**src/rtl/mdu_pkg.sv**
```systemverilog
// Shared encodings and sizing for the HI/LO multiply/divide unit.
package mdu_pkg;
    localparam int MDU_ITER  = 32;
    localparam int MDU_CNT_W = $clog2(MDU_ITER);

    typedef enum logic [1:0] {
        MDU_MULT  = 2'b00,
        MDU_MULTU = 2'b01,
        MDU_DIV   = 2'b10,
        MDU_DIVU  = 2'b11
    } mdu_op_e;

    typedef enum logic [1:0] {
        IDLE   = 2'd0,
        CALC   = 2'd1,
        FINISH = 2'd2
    } mdu_state_e;
endpackage

```
**src/rtl/mdu_datapath.sv**
```systemverilog
// Magnitude datapath: shift-add multiply / restoring divide over one 2*WIDTH accumulator.
// MDU_FAST_MULT_EN: multiplies load the full product directly at start.
module mdu_datapath
    import mdu_pkg::*;
#(
    parameter int WIDTH = 32
) (
    input  logic               clk,
    input  logic               reset,
    input  logic               load,
    input  logic               step,
    input  logic               is_div,
    input  logic [WIDTH-1:0]   a,
    input  logic [WIDTH-1:0]   b,
    output logic [2*WIDTH-1:0] acc
);
    logic [WIDTH-1:0] b_q;
    logic [WIDTH:0]   mul_sum;
    logic [WIDTH:0]   trial;
    logic [WIDTH+1:0] diff;

    // Multiply: multiplier sits in the low half and shifts out as the product shifts in.
    assign mul_sum = {1'b0, acc[2*WIDTH-1:WIDTH]} + (acc[0] ? {1'b0, b_q} : '0);
    // Divide: high half is the partial remainder, low half dividend bits turning into quotient.
    assign trial   = {acc[2*WIDTH-1:WIDTH], acc[WIDTH-1]};
    assign diff    = {1'b0, trial} - {2'b00, b_q};

    always_ff @(posedge clk) begin
        if (reset) begin
            acc <= '0;
            b_q <= '0;
        end else if (load) begin
            b_q <= b;
`ifdef MDU_FAST_MULT_EN
            if (!is_div) acc <= (2*WIDTH)'(a) * (2*WIDTH)'(b);
            else         acc <= {{WIDTH{1'b0}}, a};
`else
            acc <= {{WIDTH{1'b0}}, a};
`endif
        end else if (step) begin
            if (!is_div)
                acc <= {mul_sum, acc[WIDTH-1:1]};
            else if (!diff[WIDTH+1])
                acc <= {diff[WIDTH-1:0], acc[WIDTH-2:0], 1'b1};
            else
                acc <= {trial[WIDTH-1:0], acc[WIDTH-2:0], 1'b0};
        end
    end
endmodule

```
**src/rtl/mult_div_unit.sv**
```systemverilog
// HI/LO multiply/divide unit: control FSM, sign fix-up and architectural HI/LO.
// MDU_FAST_MULT_EN: MULT/MULTU skip the iterative CALC phase.
module mult_div_unit
    import mdu_pkg::*;
#(
    parameter int WIDTH = 32
) (
    input  logic             clk,
    input  logic             reset,
    input  logic             start,
    input  logic [1:0]       op,
    input  logic [WIDTH-1:0] rs_data,
    input  logic [WIDTH-1:0] rt_data,
    input  logic             hi_we,
    input  logic             lo_we,
    input  logic [WIDTH-1:0] wdata,
    output logic             busy,
    output logic             done,
    output logic [WIDTH-1:0] hi,
    output logic [WIDTH-1:0] lo
);
    mdu_state_e           state;
    logic [MDU_CNT_W-1:0] cnt;
    logic                 div_q, neg_q, neg_r, dz_q;

    logic                 signed_op, op_div, rs_neg, rt_neg, load, dp_div;
    logic [WIDTH-1:0]     rs_mag, rt_mag, quo, rem;
    logic [2*WIDTH-1:0]   acc;

    assign signed_op = (op == MDU_MULT) || (op == MDU_DIV);
    assign op_div    = (op == MDU_DIV)  || (op == MDU_DIVU);
    assign rs_neg    = signed_op & rs_data[WIDTH-1];
    assign rt_neg    = signed_op & rt_data[WIDTH-1];
    assign rs_mag    = rs_neg ? -rs_data : rs_data;
    assign rt_mag    = rt_neg ? -rt_data : rt_data;
    assign load      = (state == IDLE) && start;
    assign dp_div    = (state == IDLE) ? op_div : div_q;
    assign quo       = acc[WIDTH-1:0];
    assign rem       = acc[2*WIDTH-1:WIDTH];

    mdu_datapath #(.WIDTH(WIDTH)) u_dp (
        .clk    (clk),
        .reset  (reset),
        .load   (load),
        .step   (state == CALC),
        .is_div (dp_div),
        .a      (rs_mag),
        .b      (rt_mag),
        .acc    (acc)
    );

    always_ff @(posedge clk) begin
        if (reset) begin
            state <= IDLE;
            cnt   <= '0;
            busy  <= 1'b0;
            done  <= 1'b0;
            hi    <= '0;
            lo    <= '0;
            div_q <= 1'b0;
            neg_q <= 1'b0;
            neg_r <= 1'b0;
            dz_q  <= 1'b0;
        end else begin
            done <= 1'b0;
            case (state)
                IDLE: begin
                    if (hi_we) hi <= wdata;
                    if (lo_we) lo <= wdata;
                    if (start) begin
                        div_q <= op_div;
                        neg_q <= rs_neg ^ rt_neg;
                        neg_r <= rs_neg;
                        dz_q  <= (rt_data == '0);
                        cnt   <= '0;
                        busy  <= 1'b1;
`ifdef MDU_FAST_MULT_EN
                        state <= op_div ? CALC : FINISH;
`else
                        state <= CALC;
`endif
                    end
                end
                CALC: begin
                    if (cnt == MDU_CNT_W'(MDU_ITER - 1)) state <= FINISH;
                    else                                 cnt   <= cnt + 1'b1;
                end
                FINISH: begin
                    state <= IDLE;
                    busy  <= 1'b0;
                    done  <= 1'b1;
                    // Divide-by-zero remainder already equals the signed dividend after fix-up.
                    if (div_q) begin
                        lo <= dz_q ? '1 : (neg_q ? -quo : quo);
                        hi <= neg_r ? -rem : rem;
                    end else begin
                        {hi, lo} <= neg_q ? -acc : acc;
                    end
                end
                default: state <= IDLE;
            endcase
        end
    end
endmodule

```
**config.mk**
```make
export PLATFORM = sky130hd
export DESIGN_NAME = mult_div_unit
export DESIGN_NICKNAME = d
export VERILOG_FILES = /design/src/rtl/mdu_pkg.sv /design/src/rtl/mdu_datapath.sv /design/src/rtl/mult_div_unit.sv
export SDC_FILE = /design/constraint.sdc
export NUM_CORES = 1
export LEC_CHECK = 0
export CORE_MARGIN = 2
export CORE_UTILIZATION = 45
export CTS_CLUSTER_SIZE = 8
export DETAILED_ROUTE_END_ITERATION = 7
export PLACE_DENSITY_LB_ADDON = 0.05
export SYNTH_ARGS = -nofsm -noshare
export SYNTH_HDL_FRONTEND = slang
export SYNTH_SLANG_ARGS = --single-unit
```
**constraint.sdc**
```tcl
create_clock -name clk -period 5 [get_ports clk]
set_input_delay 1 -clock clk [delete_from_list [all_inputs] [get_ports clk]]
set_output_delay 1 -clock clk [all_outputs]
set_load 0.01 [all_outputs]
```
---- Word level (Yosys, flattened, before mapping) ----
Index checks and enable logic that the tools add are counted.
W data, S select, Z words.
storage, ports and cells
  bits in registers ....................... 173
  bits of input ports ..................... 103
operators by class
  add/subtract/negate cells ............... 8
  equal/unequal tests ..................... 10
  multiplexer cells ....................... 27
  bitwise gates (word level) .............. 3
  reductions and logical operators ........ 16
operators with widths
  operator               number
  $mux W32               12
  $mux W64               3
  $neg A32 Y32           4
  $pmux W32 S2           2
  $neg A64 Y64           1
  $sub A33 B32 Y34       1
  $add A32 B32 Y33       1
  $logic_not A32 Y1      1
  $mux W5                2
  $ne A2 B2 Y1 const B   5
  $pmux W5 S2            1
  $reduce_and A2 Y1      5
  $eq A2 B2 Y1 const B   3
  $reduce_bool A2 Y1     3
  $add A5 B1 Y5 const B  1
  $eq A5 B5 Y1 const B   1
  $logic_not A2 Y1       2
  $mux W2                2
  $pmux W2 S2            1
  $mux W1                3
  $reduce_and A3 Y1      1
  $and A1 B1 Y1          2
  $eq A2 B1 Y1 const B   1
  $logic_or A1 B1 Y1     2
  other kinds (4)        4

---- Longest topological paths before layout ----
Gate-level depths: netlist of the first run.
  word-level depth ........................ 6
  gate-level depth with buffers ........... 14
  depth with buffers taken out ............ 12

---- By module ----
From an unflattened synthesis of the first run, not the netlist that was laid out.
second synthesis, totals
  cells, all modules ...................... 1919
  area, all modules ....................... 14347.5 um2
modules (own cells, without submodules)
  module         instances  cells each  area an instance (um2)
  mdu_datapath   1          1040        8067.7
  mult_div_unit  1          879         6279.8

---- Least setup slack after synthesis of the first run ----
OpenSTA, ideal clock, no wires.
  path kind ............................... reg2reg
  start point ............................. register u_dp.acc[37]
  end point ............................... register u_dp.acc[49]
  arrival time ............................ 3.271 ns
  data required time ...................... 4.868 ns
  path slack .............................. 1.597 ns
  cell stages (with the launch flop) ...... 12
  buffers on the path ..................... 1
  clock period less this slack ............ 3.403 ns
  path through ............................ dfxtp_1 ha_1 a21o_1 o32ai_1 a211oi_1 nor4_1 o221ai_1 a2111oi_0 clkbuf_1 mux2_2 o211ai_1 a21oi_1
on the way
  longest elaborated chain between the ends .. 3
  elaborated cells between the ends (all ways) .. 4
  those cells by class .................... add/sub (2); mux (2)
ends and longest elaborated chain
  item                    line                RTL
  start, declared         mdu_datapath.sv:15  output logic [2*WIDTH-1:0] acc
  start signal, assigned  mdu_datapath.sv:38  acc <= {{WIDTH{1'b0}}, a};
  start signal, assigned  mdu_datapath.sv:42  acc <= {mul_sum, acc[WIDTH-1:1]};
  start signal, assigned  mdu_datapath.sv:44  acc <= {diff[WIDTH-1:0], acc[WIDTH-2:0], 1'b1};
  $sub A33 B32 Y34        mdu_datapath.sv:26  assign diff = {1'b0, trial} - {2'b00, b_q};
  $mux W64                mdu_datapath.sv:43  else if (!diff[WIDTH+1])
  $mux W64 *              mdu_datapath.sv:41  if (!is_div)
Every way passes the cells marked *; elsewhere a longest branch is shown, timed or not.
A chain may end at the register's enable or synchronous reset.

---- Worst setup path in the final report of the first run ----
  start point ............................. register u_dp.acc[32]
  end point ............................... register u_dp.acc[49]
The elaborated chain is that of the path after synthesis.

==> results of run 1 <==
-- metrics by stage --
step / util [%] / area, um2 / setup slack, ns / hold slack, ns / instances
after floorplan: - / 14000 / 1.597 / 0.4319 / 1914
after global placement: 51.93 / 15880 / 1.058 / 0.4379 / 2375
after detailed placement: 51.93 / 15880 / 0.9840 / 0.4457 / 2375
after CTS: 53.78 / 16450 / 1.059 / 0.4556 / 2407
after global routing: 53.78 / 16450 / 0.7355 / 0.4685 / 2408
final: 53.78 / 16450 / 1.012 / 0.4526 / 2408
-- cell type report --
type | count | area, um2
Fill cell | 3061 | 14140
Multi-Input combinational cell | 1550 | 9826
Sequential cell | 173 | 3463
Timing Repair Buffer | 192 | 1859
Tap cell | 396 | 495.5
Clock buffer | 19 | 432.9
Inverter | 64 | 240.2
Clock inverter | 13 | 132.6
Antenna cell | 1 | 2.502
-- state kept, by name, summed over array words and instances, names as in the netlist --
register and flops:
busy 1, cnt 5, div_q 1, done 1, dz_q 1, hi 32
lo 32, neg_q 1, neg_r 1, state 2, u_dp.acc 64, u_dp.b_q 32
-- worst max path at each step --
stage,cells past startpoint,endpoint,start
after floorplan,11,u_dp.acc[49]$_SDFFE_PP0P_,u_dp.acc[37]$_SDFFE_PP0P_
after global placement,10,u_dp.b_q[25]$_SDFFE_PP0P_,rt_data[2]
after detailed placement,10,u_dp.b_q[25]$_SDFFE_PP0P_,rt_data[2]
after CTS,11,u_dp.acc[49]$_SDFFE_PP0P_,u_dp.acc[32]$_SDFFE_PP0P_
after global routing,12,u_dp.acc[62]$_SDFFE_PP0P_,u_dp.acc[0]$_SDFFE_PP0P_
final,11,u_dp.acc[49]$_SDFFE_PP0P_,u_dp.acc[32]$_SDFFE_PP0P_
-- per-layer routing --
| layer | up-vias | wire length, um | GRT usage (%) |
|---|---|---|---|
| met2 | 544 | 21140 | 43.95 |
| li1 | 7137 | - | - |
| met1 | 6867 | 23040 | 42.25 |
| met4 | 0 | 1151 | 8.387 |
| met3 | 67 | 3562 | 5.093 |
| met5 | - | 0 | 0 |
-- power breakdown --
part / switching, uW / internal (uW) / leakage (uW)
Combinational: 891 / 619 / 0.00453
Sequential: 131 / 1480 / 0.00142
Clock: 630 / 700 / 0.000268
-- Yosys cell counts (10+ instances only) --
cell	n	area share, %
nor4_1	14	0.63
inv_1	64	1.7
mux2i_1	15	1.1
nand3_1	27	0.97
mux2_2	13	1.0
dfxtp_1	173	25
a21oi_1	203	7.3
or2_2	11	0.49
a211oi_1	110	5.9
nand2b_1	16	0.71
xnor2_1	82	5.1
nor2_1	202	5.4
nor3_1	33	1.2
a21o_1	30	1.6
o21ai_0	116	4.1
clkbuf_1	105	2.8
a311oi_1	10	0.63
o221ai_1	28	1.8
o211ai_1	23	1.2
and2_1	11	0.49
o31ai_1	27	1.4
ha_1	70	6.3
or3_1	29	1.3
nor2b_1	11	0.49
or4_1	16	0.86
and3_1	11	0.49
a31oi_1	11	0.49
nand4_1	11	0.49
xor2_1	80	5.0
nand2_1	221	5.9
-- critical path, delay by kind of cell (launching register included) --
family                     cells  cell delay, ns
AOI/OAI and AO/OA              6            1.85
adders and majority gates      1            0.27
buffers and inverters          1            0.41
DFF                            1            0.47
muxes                          1            0.38
and+or+nand+nor                2            0.46
-- cells by family (layout without fill, tap and decap cells) --
family	count (synthesis)	count (layout)	synth area share (%)
xor+xnor	162	162	10.13
flops	173	173	24.74
simple gates	642	642	21.39
other cells	0	1	0
buf+inv	191	288	5.326
compound gates	646	646	29.76
mux	28	28	2.118
fa+ha+maj	72	72	6.542
==> flow_summary_export.csv, run 1 <==
group,metric,value,unit
global_route,grt_usage,29.10,%
run_status,outcome,"finished, final reports clean",
drt,ant_nets,0,
logic_synthesis,synth_edf_count,0,
clocking,cts_tree,"done",
timing,skew,0.01643,ns
die,die-area,32540,um2
place,hpwlAfterDp,37680,um
die,initial_core_util,45.77,%
power_and_ir_drop,powerDensity,270.4,nW/um2
worst_setup_path,reg2reg_from,"u_dp.acc[32]$_SDFFE_PP0P_",
layout,drive_gt1_share,4.823,%
worst_setup_path,rrSetupSlack,1.01,ns
layout,mostFrequentLayoutCells,"nand2_1 (221), a21oi_1 (203), nor2_1 (202)",
drt,viasPerCell,6.069,
clocking,clk_latency,0.45,ns
timing,max_freq,0.2507,GHz
worst_setup_path,crit_path_max_fanout,28,
clocking,clkSlewWorstSetupHoldPaths,0.07,ns
timing,setup_viol,0,
worst_setup_path,slowest_stage,"o31ai_1",
worst_setup_path,arrival,4.30,ns
place,place_congestion,0.9521,
timing,rsz0062_at_grt,"false",
clocking,cts_setup_buffers,0,
timing,hold_viol,0,
clocking,cts-resized-gates,0,
worst_setup_path,max_stage_delay,0.56,ns
logic_synthesis,yosysSeqAreaShare,24.74,%
worst_hold_path,hold_class,"reg2reg",
power_and_ir_drop,power,4449,uW
logic_synthesis,synth_nets,2089,
power_and_ir_drop,ir_worst_vdd,0.2442,mV
global_route,grt_pass1_vias,13260,
layout,syn_to_final_growth,17.51,%
die,io_pins,169,
job,drv_cap,0,
drt,drt-initial-drc-count,1347,
global_route,antenna_found_initial,1,
logic_synthesis,ys_ff_latch,173,
logic_synthesis,synthArstFlopShare,0,%
drt,vias,14620,
timing,drv_slew,0,
clocking,cts_made_buffers,17,
logic_synthesis,syn_avg_cell_area,7.315,um2
die,core,30590,um2
drt,wirelength,48890,um
timing,fin_tns_setup,0,ns
worst_setup_path,path_cells,"ha_1 > nor2b_1 > o31ai_1 > a211oi_1 > nor4_1 > o221ai_1 > a2111oi_2 > buf_4 > mux2_2 > o211ai_1 > a21oi_1",
logic_synthesis,syn_inst,1914,
drt,drc,0,
clocking,htree_levels,4,
worst_setup_path,r2r-end,"u_dp.acc[49]$_SDFFE_PP0P_",
worst_hold_path,min_from,"lo[3]$_SDFFE_PP0P_",
logic_synthesis,synthFlopType,"dfxtp_1",
power_and_ir_drop,p_leak,0.006225,uW
logic_synthesis,synth.yosys.warnings,0,
clocking,cts.sinks,173,
logic_synthesis,syn_area,14000,um2
clocking,cts_hold_buf,0,
place,port_buffers,168,
worst_setup_path,r2r_cells,11,
timing,max_slew_margin,28.34,%
layout,final_nets,2173,
timing,period_needed,3.988,ns
worst_hold_path,hold_depth,2,
global_route,grt_max_degree,86,
worst_setup_path,worst-setup-path-type,"reg2reg",
clocking,root_buffer,"clkbuf_16",
drt,drt_pass1_iterations,6,
worst_setup_path,critPathLaunchType,"register",
worst_hold_path,hold-path-endpoint,"lo[3]$_SDFFE_PP0P_",
timing,tightest_slew,1.075,ns
timing,finalCritPeriodShare,79.77,%
layout,layout_commonest_cell,"nand2_1",
drt,post_drt_wl_per_cell,20.30,um
die,die_h,180.4,um
clocking,clockBufferDepth,2,
worst_setup_path,crit_path_end_kind,"register",
worst_setup_path,cp.required,5.31,ns
die,row_count,64,
global_route,grt_overflow_total,0,
die,die_w,180.4,um
logic_synthesis,yosysUniqueCellTypes,73,
global_route,grt_pass1_wl,75680,um
No activity file was read; power rests on OpenSTA's default activity.
==> run 2, diff against run 1 <==
clock period = 3.5 ns   (was 5 ns; I/O delays follow)
==> run 2 against run 1 <==
Against the previous run: global-route usage increased by 1.3 points; final area up 7.4%; non-clock buffer count grew 130; worst hold slack got worse by 0.0014 ns; combinational power rose by 65%; critical path depth shrank 2; power grew 52%; register-to-register slack lost 0.92 ns; via count increased by 4.2%; worst setup slack got worse by 0.92 ns; final cell count grew 5.4%; highest routed layer is now met5.
==> flow_summary_export.csv, run 2 (synthesized netlist as in run 1, its figures left out) <==
group,metric,value,unit
run_status,outcome,"finished, final reports clean",
timing,tightest_slew,1.025,ns
die,die_h,180.4,um
die,die-area,32540,um2
drt,ant_nets,0,
die,initial_core_util,45.77,%
power_and_ir_drop,ir_worst_vdd,0.3721,mV
power_and_ir_drop,seqPwrFrac,32.9,%
layout,fin_area,17660,um2
worst_hold_path,hold_class,"reg2reg",
power_and_ir_drop,internal_power,4290,uW
clocking,cts_tree,"done",
worst_setup_path,max_stage_delay,0.57,ns
worst_setup_path,slowest_stage,"or4_4",
drt,post_drt_wl_per_cell,20.03,um
layout,layout_commonest_cell,"nand2_1",
clocking,clockBufferDepth,2,
layout,largest_reg_flops,64,
global_route,grt_usage,30.36,%
worst_setup_path,worst-setup-path-type,"reg2reg",
die,core,30590,um2
worst_setup_path,critPathLaunchType,"register",
global_route,grt_overflow_total,0,
timing,hold_viol,0,
worst_setup_path,crit_path_end_kind,"register",
worst_setup_path,cp_num_buf_inv,0,
drt,wirelength,50810,um
timing,max_slew_margin,31.64,%
worst_setup_path,cp.required,3.82,ns
power_and_ir_drop,power,6779,uW
layout,nFillCells,2978,
power_and_ir_drop,p_leak,0.006956,uW
power_and_ir_drop,powerDensity,383.8,nW/um2
die,io_pins,169,
clocking,cts.sinks,173,
die,row_count,64,
timing,drv_slew,0,
place,place_congestion,0.9629,
power_and_ir_drop,swShare,36.72,%
clocking,clkSlewWorstSetupHoldPaths,0.08,ns
global_route,antenna_found_initial,1,
global_route,grt_pass1_wl,78670,um
drt,drt-initial-drc-count,1364,
drt,viasPerCell,6.004,
clocking,cts_hold_buf,0,
place,placed_cell_area,16890,um2
drt,drc,0,
timing,finalCritPeriodShare,97.47,%
timing,skew,0.01457,ns
global_route,grt_max_degree,118,
timing,period_needed,3.412,ns
timing,fin_tns_setup,0,ns
timing,setup_viol,0,
power_and_ir_drop,power_frac_comb,36.8,%
power_and_ir_drop,p_switching,2490,uW
clocking,root_buffer,"clkbuf_16",
worst_setup_path,path_cells,"or4_4 > or4_4 > or3_2 > or3_1 > o41ai_2 > xor2_1 > a21oi_1 > a21oi_1 > nor2_1",
job,drv_cap,0,
die,die_w,180.4,um
power_and_ir_drop,clockPowerShare,30.3,%
clocking,htree_levels,4,
place,port_buffers,168,
drt,vias,15230,
layout,antenna_cells,0,
worst_setup_path,crit_family,"simple AND/OR/NAND/NOR gates",
worst_setup_path,arrival,3.74,ns
layout,drive_gt1_share,11.54,%
layout,final_nets,2303,
layout,mostFrequentLayoutCells,"nand2_1 (221), nor2_1 (202), a21oi_1 (201)",
place,hpwlAfterDp,39590,um
global_route,grt_pass1_vias,14060,
clocking,cts_made_buffers,17,
drt,drt_pass1_iterations,5,
clocking,clk_latency,0.44,ns
layout,syn_to_final_growth,26.16,%
worst_setup_path,crit_path_max_fanout,4,
timing,max_freq,0.2931,GHz
layout,max_flop_register,"u_dp.acc",
[run 2: cell types whose count changed in the layout (fill, tap and decap cells not counted), sizes merged]
cell      before  now
inv           69   71
clkbuf        19   18
clkinvlp       3    2
diode          1    0
buf           25  154
bufinv         1    2
[run 2: per-stage QoR]
| step | setup slack (ns) | util, % | hold WS [ns] | cells |
|---|---|---|---|---|
| detailed placement | -0.1351 | 55.21 | 0.4428 | 2502 |
| CTS | -0.01921 | 57.27 | 0.4538 | 2534 |
| global route | -0.004448 | 57.74 | 0.4727 | 2537 |
| floorplan | 0.09660 | - | 0.4319 | 1914 |
| finish | 0.08843 | 57.74 | 0.4512 | 2537 |
| global placement | -0.03522 | 55.21 | 0.4375 | 2502 |
[run 2: final cells by class]
type | count | area, um2 | area share (%)
Timing Repair Buffer | 322 | 2903 | 16.43
Sequential cell | 173 | 3465 | 19.61
Clock inverter | 15 | 200.2 | 1.133
Inverter | 64 | 240.2 | 1.360
Clock buffer | 17 | 425.4 | 2.408
Multi-Input combinational cell | 1550 | 9935 | 56.24
Tap cell | 396 | 495.5 | 2.805
[run 2: path summary, 6_finish.rpt]
path	endpoint	cells after the start	from	slack [ns]
worst min-delay path	lo[3]$_SDFFE_PP0P_	2	lo[3]$_SDFFE_PP0P_	0.45
worst max-delay path	lo[28]$_SDFFE_PP0P_	9	u_dp.acc[15]$_SDFFE_PP0P_	0.09
worst max register to register	lo[28]$_SDFFE_PP0P_	9	u_dp.acc[15]$_SDFFE_PP0P_	0.09
worst min register to register	lo[3]$_SDFFE_PP0P_	2	lo[3]$_SDFFE_PP0P_	0.45
[run 2: power groups by stage]
stage | clock [uW] | sequential (uW) | combinational (uW)
2_1_floorplan | 0 | 2270 | 1430
3_3_place_gp | 0 | 2270 | 2370
3_5_place_dp | 0 | 2270 | 2390
4_1_cts | 2080 | 2230 | 2410
5_1_grt | 2150 | 2250 | 2710
6_report | 2060 | 2230 | 2490
[run 2: layer usage]
metal / global-route usage, % / wire length [um] / share of wire, % / vias up
met1: 42.81 / 23620 / 46 / 7176
met3: 5.942 / 3768 / 7.4 / 75
li1: - / - / - / 7428
met2: 47.22 / 22380 / 44 / 551
met5: 0 / 13 / 0.026 / -
met4: 8.161 / 1034 / 2.0 / 2
[run 2: what timing repair did]
item / in CTS / in global routing
pin swaps: 1 / 5
buffers inserted: 0 / 2
resized for setup: 1 / 26
setup endpoints to repair: 4 / 42
gates cloned: 0 / 1
[run 2: worst register-to-register path: stages (launching register included)]
cell and delay, ns:
dfxtp_1 0.32, or4_4 0.57, or4_4 0.48, or3_2 0.48, or3_1 0.42, o41ai_2 0.26
xor2_1 0.42, a21oi_1 0.13, a21oi_1 0.16, nor2_1 0.05
==> run 3, diff against run 2 <==
CORE_UTILIZATION = 40   (was 45)
==> run 3 against run 2 <==
Against the previous run: final cell count increased by 3.1%; via count hardly changed; count of clock-buffer cells in the layout increased by 1; clock power barely moved; wire length grew 4.1%; critical path type unchanged.
==> flow_summary_export.csv, run 3 (synthesized netlist as in run 1, its figures left out) <==
group,metric,value,unit
worst_setup_path,crit_path_end_kind,"register",
layout,fin_cells,2615,
layout,layout_commonest_cell,"nand2_1",
worst_setup_path,crit_start,"u_dp.acc[0]$_SDFFE_PP0P_",
worst_setup_path,rrSetupSlack,0.06,ns
die,row_count,68,
drt,ant_nets,0,
place,place_congestion,0.9336,
layout,drive_gt1_share,12.45,%
timing,tightest_slew,1.069,ns
clocking,clkSlewWorstSetupHoldPaths,0.07,ns
timing,fin_tns_setup,0,ns
clocking,clk_latency,0.47,ns
place,port_buffers,168,
drt,vias,15220,
run_status,outcome,"finished, final reports clean",
global_route,antenna_found_initial,1,
worst_setup_path,arrival,3.79,ns
global_route,grt_use_met2,43.46,%
layout,largest_reg_flops,64,
drt,wirelength,52910,um
timing,finalCritPeriodShare,98.42,%
power_and_ir_drop,powerDensity,379.4,nW/um2
drt,drt_pass1_iterations,5,
clocking,cts_tree,"done",
layout,final_nets,2324,
layout,final_util,51.68,%
timing,period_needed,3.445,ns
global_route,grt_overflow_total,0,
worst_setup_path,r2r_cells,15,
clocking,clockBufferDepth,2,
clocking,root_buffer,"clkbuf_16",
worst_setup_path,critPathLaunchType,"register",
global_route,top_usage_layer,"met2",
die,io_pins,169,
layout,mostFrequentLayoutCells,"nand2_1 (221), nor2_1 (200), a21oi_1 (198)",
die,die-area,36520,um2
worst_setup_path,endpoint,"u_dp.acc[63]$_SDFFE_PP0P_",
power_and_ir_drop,p_leak,0.007020,uW
global_route,grt_usage,28.61,%
clocking,cts.sinks,173,
job,drv_cap,0,
global_route,grt_max_degree,129,
global_route,grt_pass1_wl,80570,um
timing,drv_slew,0,
layout,nFillCells,3481,
die,initial_core_util,40.53,%
timing,max_slew_margin,28.73,%
die,die_w,191.1,um
worst_setup_path,cp.required,3.84,ns
worst_setup_path,crit_path_max_fanout,17,
drt,post_drt_wl_per_cell,20.23,um
layout,syn_to_final_growth,27.52,%
global_route,grt_pass1_vias,14080,
worst_setup_path,worst-setup-path-type,"reg2reg",
drt,drt-initial-drc-count,1208,
worst_hold_path,min_from,"lo[14]$_SDFFE_PP0P_",
power_and_ir_drop,ir_worst_vdd,0.3968,mV
global_route,grt_use_met1,41.27,%
worst_setup_path,reg2reg_from,"u_dp.acc[0]$_SDFFE_PP0P_",
worst_setup_path,r2r-end,"u_dp.acc[63]$_SDFFE_PP0P_",
drt,drc,0,
timing,skew,0.02005,ns
timing,setup_viol,0,
layout,antenna_cells,0,
place,hpwlAfterDp,41250,um
place,placed_cells,2581,
clocking,cts_made_buffers,17,
worst_hold_path,hold_class,"reg2reg",
drt,viasPerCell,5.820,
clocking,htree_levels,4,
die,core,34540,um2
layout,max_flop_register,"u_dp.acc",
timing,hold_viol,0,
clocking,cts_hold_buf,0,
die,die_h,191.1,um
global_route,use_met3,4.792,%
timing,max_freq,0.2903,GHz
==> run 3: cell types whose count changed in the layout (fill, tap and decap cells not counted), sizes merged <==
cell / before / now
inv: 71 / 69
clkinv: 4 / 2
buf: 154 / 176
bufinv: 2 / 3
==> run 3: where the power goes <==
group / internal, uW / total (uW) / switching [uW]
Clock: 1130 / 2030 / 906
Sequential: 2110 / 2230 / 121
Combinational: 1090 / 2510 / 1420
==> run 3: what timing repair did <==
action	in CTS	in global routing
pin swaps	2	9
resized for setup	2	37
setup endpoints to repair	13	40
gates cloned	0	2
buffers inserted	0	2
==> run 3: final cells by class <==
| type | instances | area (um2) | share of cell area [%] |
|---|---|---|---|
| clock buffer | 18 | 429.2 | 2.404 |
| clock inverter | 12 | 161.4 | 0.9041 |
| inverter | 64 | 240.2 | 1.346 |
| multi-input combinational | 1550 | 9932 | 55.63 |
| sequential | 173 | 3463 | 19.40 |
| tap | 455 | 569.3 | 3.189 |
| timing repair buffer | 343 | 3058 | 17.13 |
==> run 3: worst max-delay path: stages (launching register included) <==
cell	delay [ns]
dfxtp_1	0.39
inv_2	0.08
buf_12	0.15
buf_8	0.16
nor2_1	0.19
ha_1	0.33
a21o_1	0.21
a211oi_1	0.34
nor2b_1	0.20
o211ai_1	0.22
buf_4	0.22
a31oi_1	0.20
nor2b_2	0.09
a21oi_1	0.18
a2bb2oi_1	0.27
a21oi_1	0.06
==> run 3: how the worst min path moves through the flow <==
stage	slack (ns)	to	cells after the start
6_report	0.46	lo[14]$_SDFFE_PP0P_	2
3_3_place_gp	0.44	lo[14]$_SDFFE_PP0P_	2
4_1_cts	0.46	lo[5]$_SDFFE_PP0P_	2
2_1_floorplan	0.43	u_dp.b_q[31]$_SDFFE_PP0P_	2
3_5_place_dp	0.45	lo[5]$_SDFFE_PP0P_	2
5_1_grt	0.47	lo[7]$_SDFFE_PP0P_	2
==> run 3: through the flow <==
step	total power, uW	hold WS [ns]	worst slack, ns	cell area, um2
after detailed placement	4693	0.4468	-0.04549	17110
after CTS	6720	0.4572	0.005843	17710
final	6774	0.4556	0.05513	17850
after global placement	4678	0.4419	-0.08262	17110
after global routing	7100	0.4746	-0.03172	17850
after floorplan	3699	0.4319	0.09660	14000
==> run 3: metal layers <==
layer  vias up  wire, um
li1       7448         -
met1      7203     25310
met2       501     22990
met3        66      3473
met4         2      1133
met5         -         6
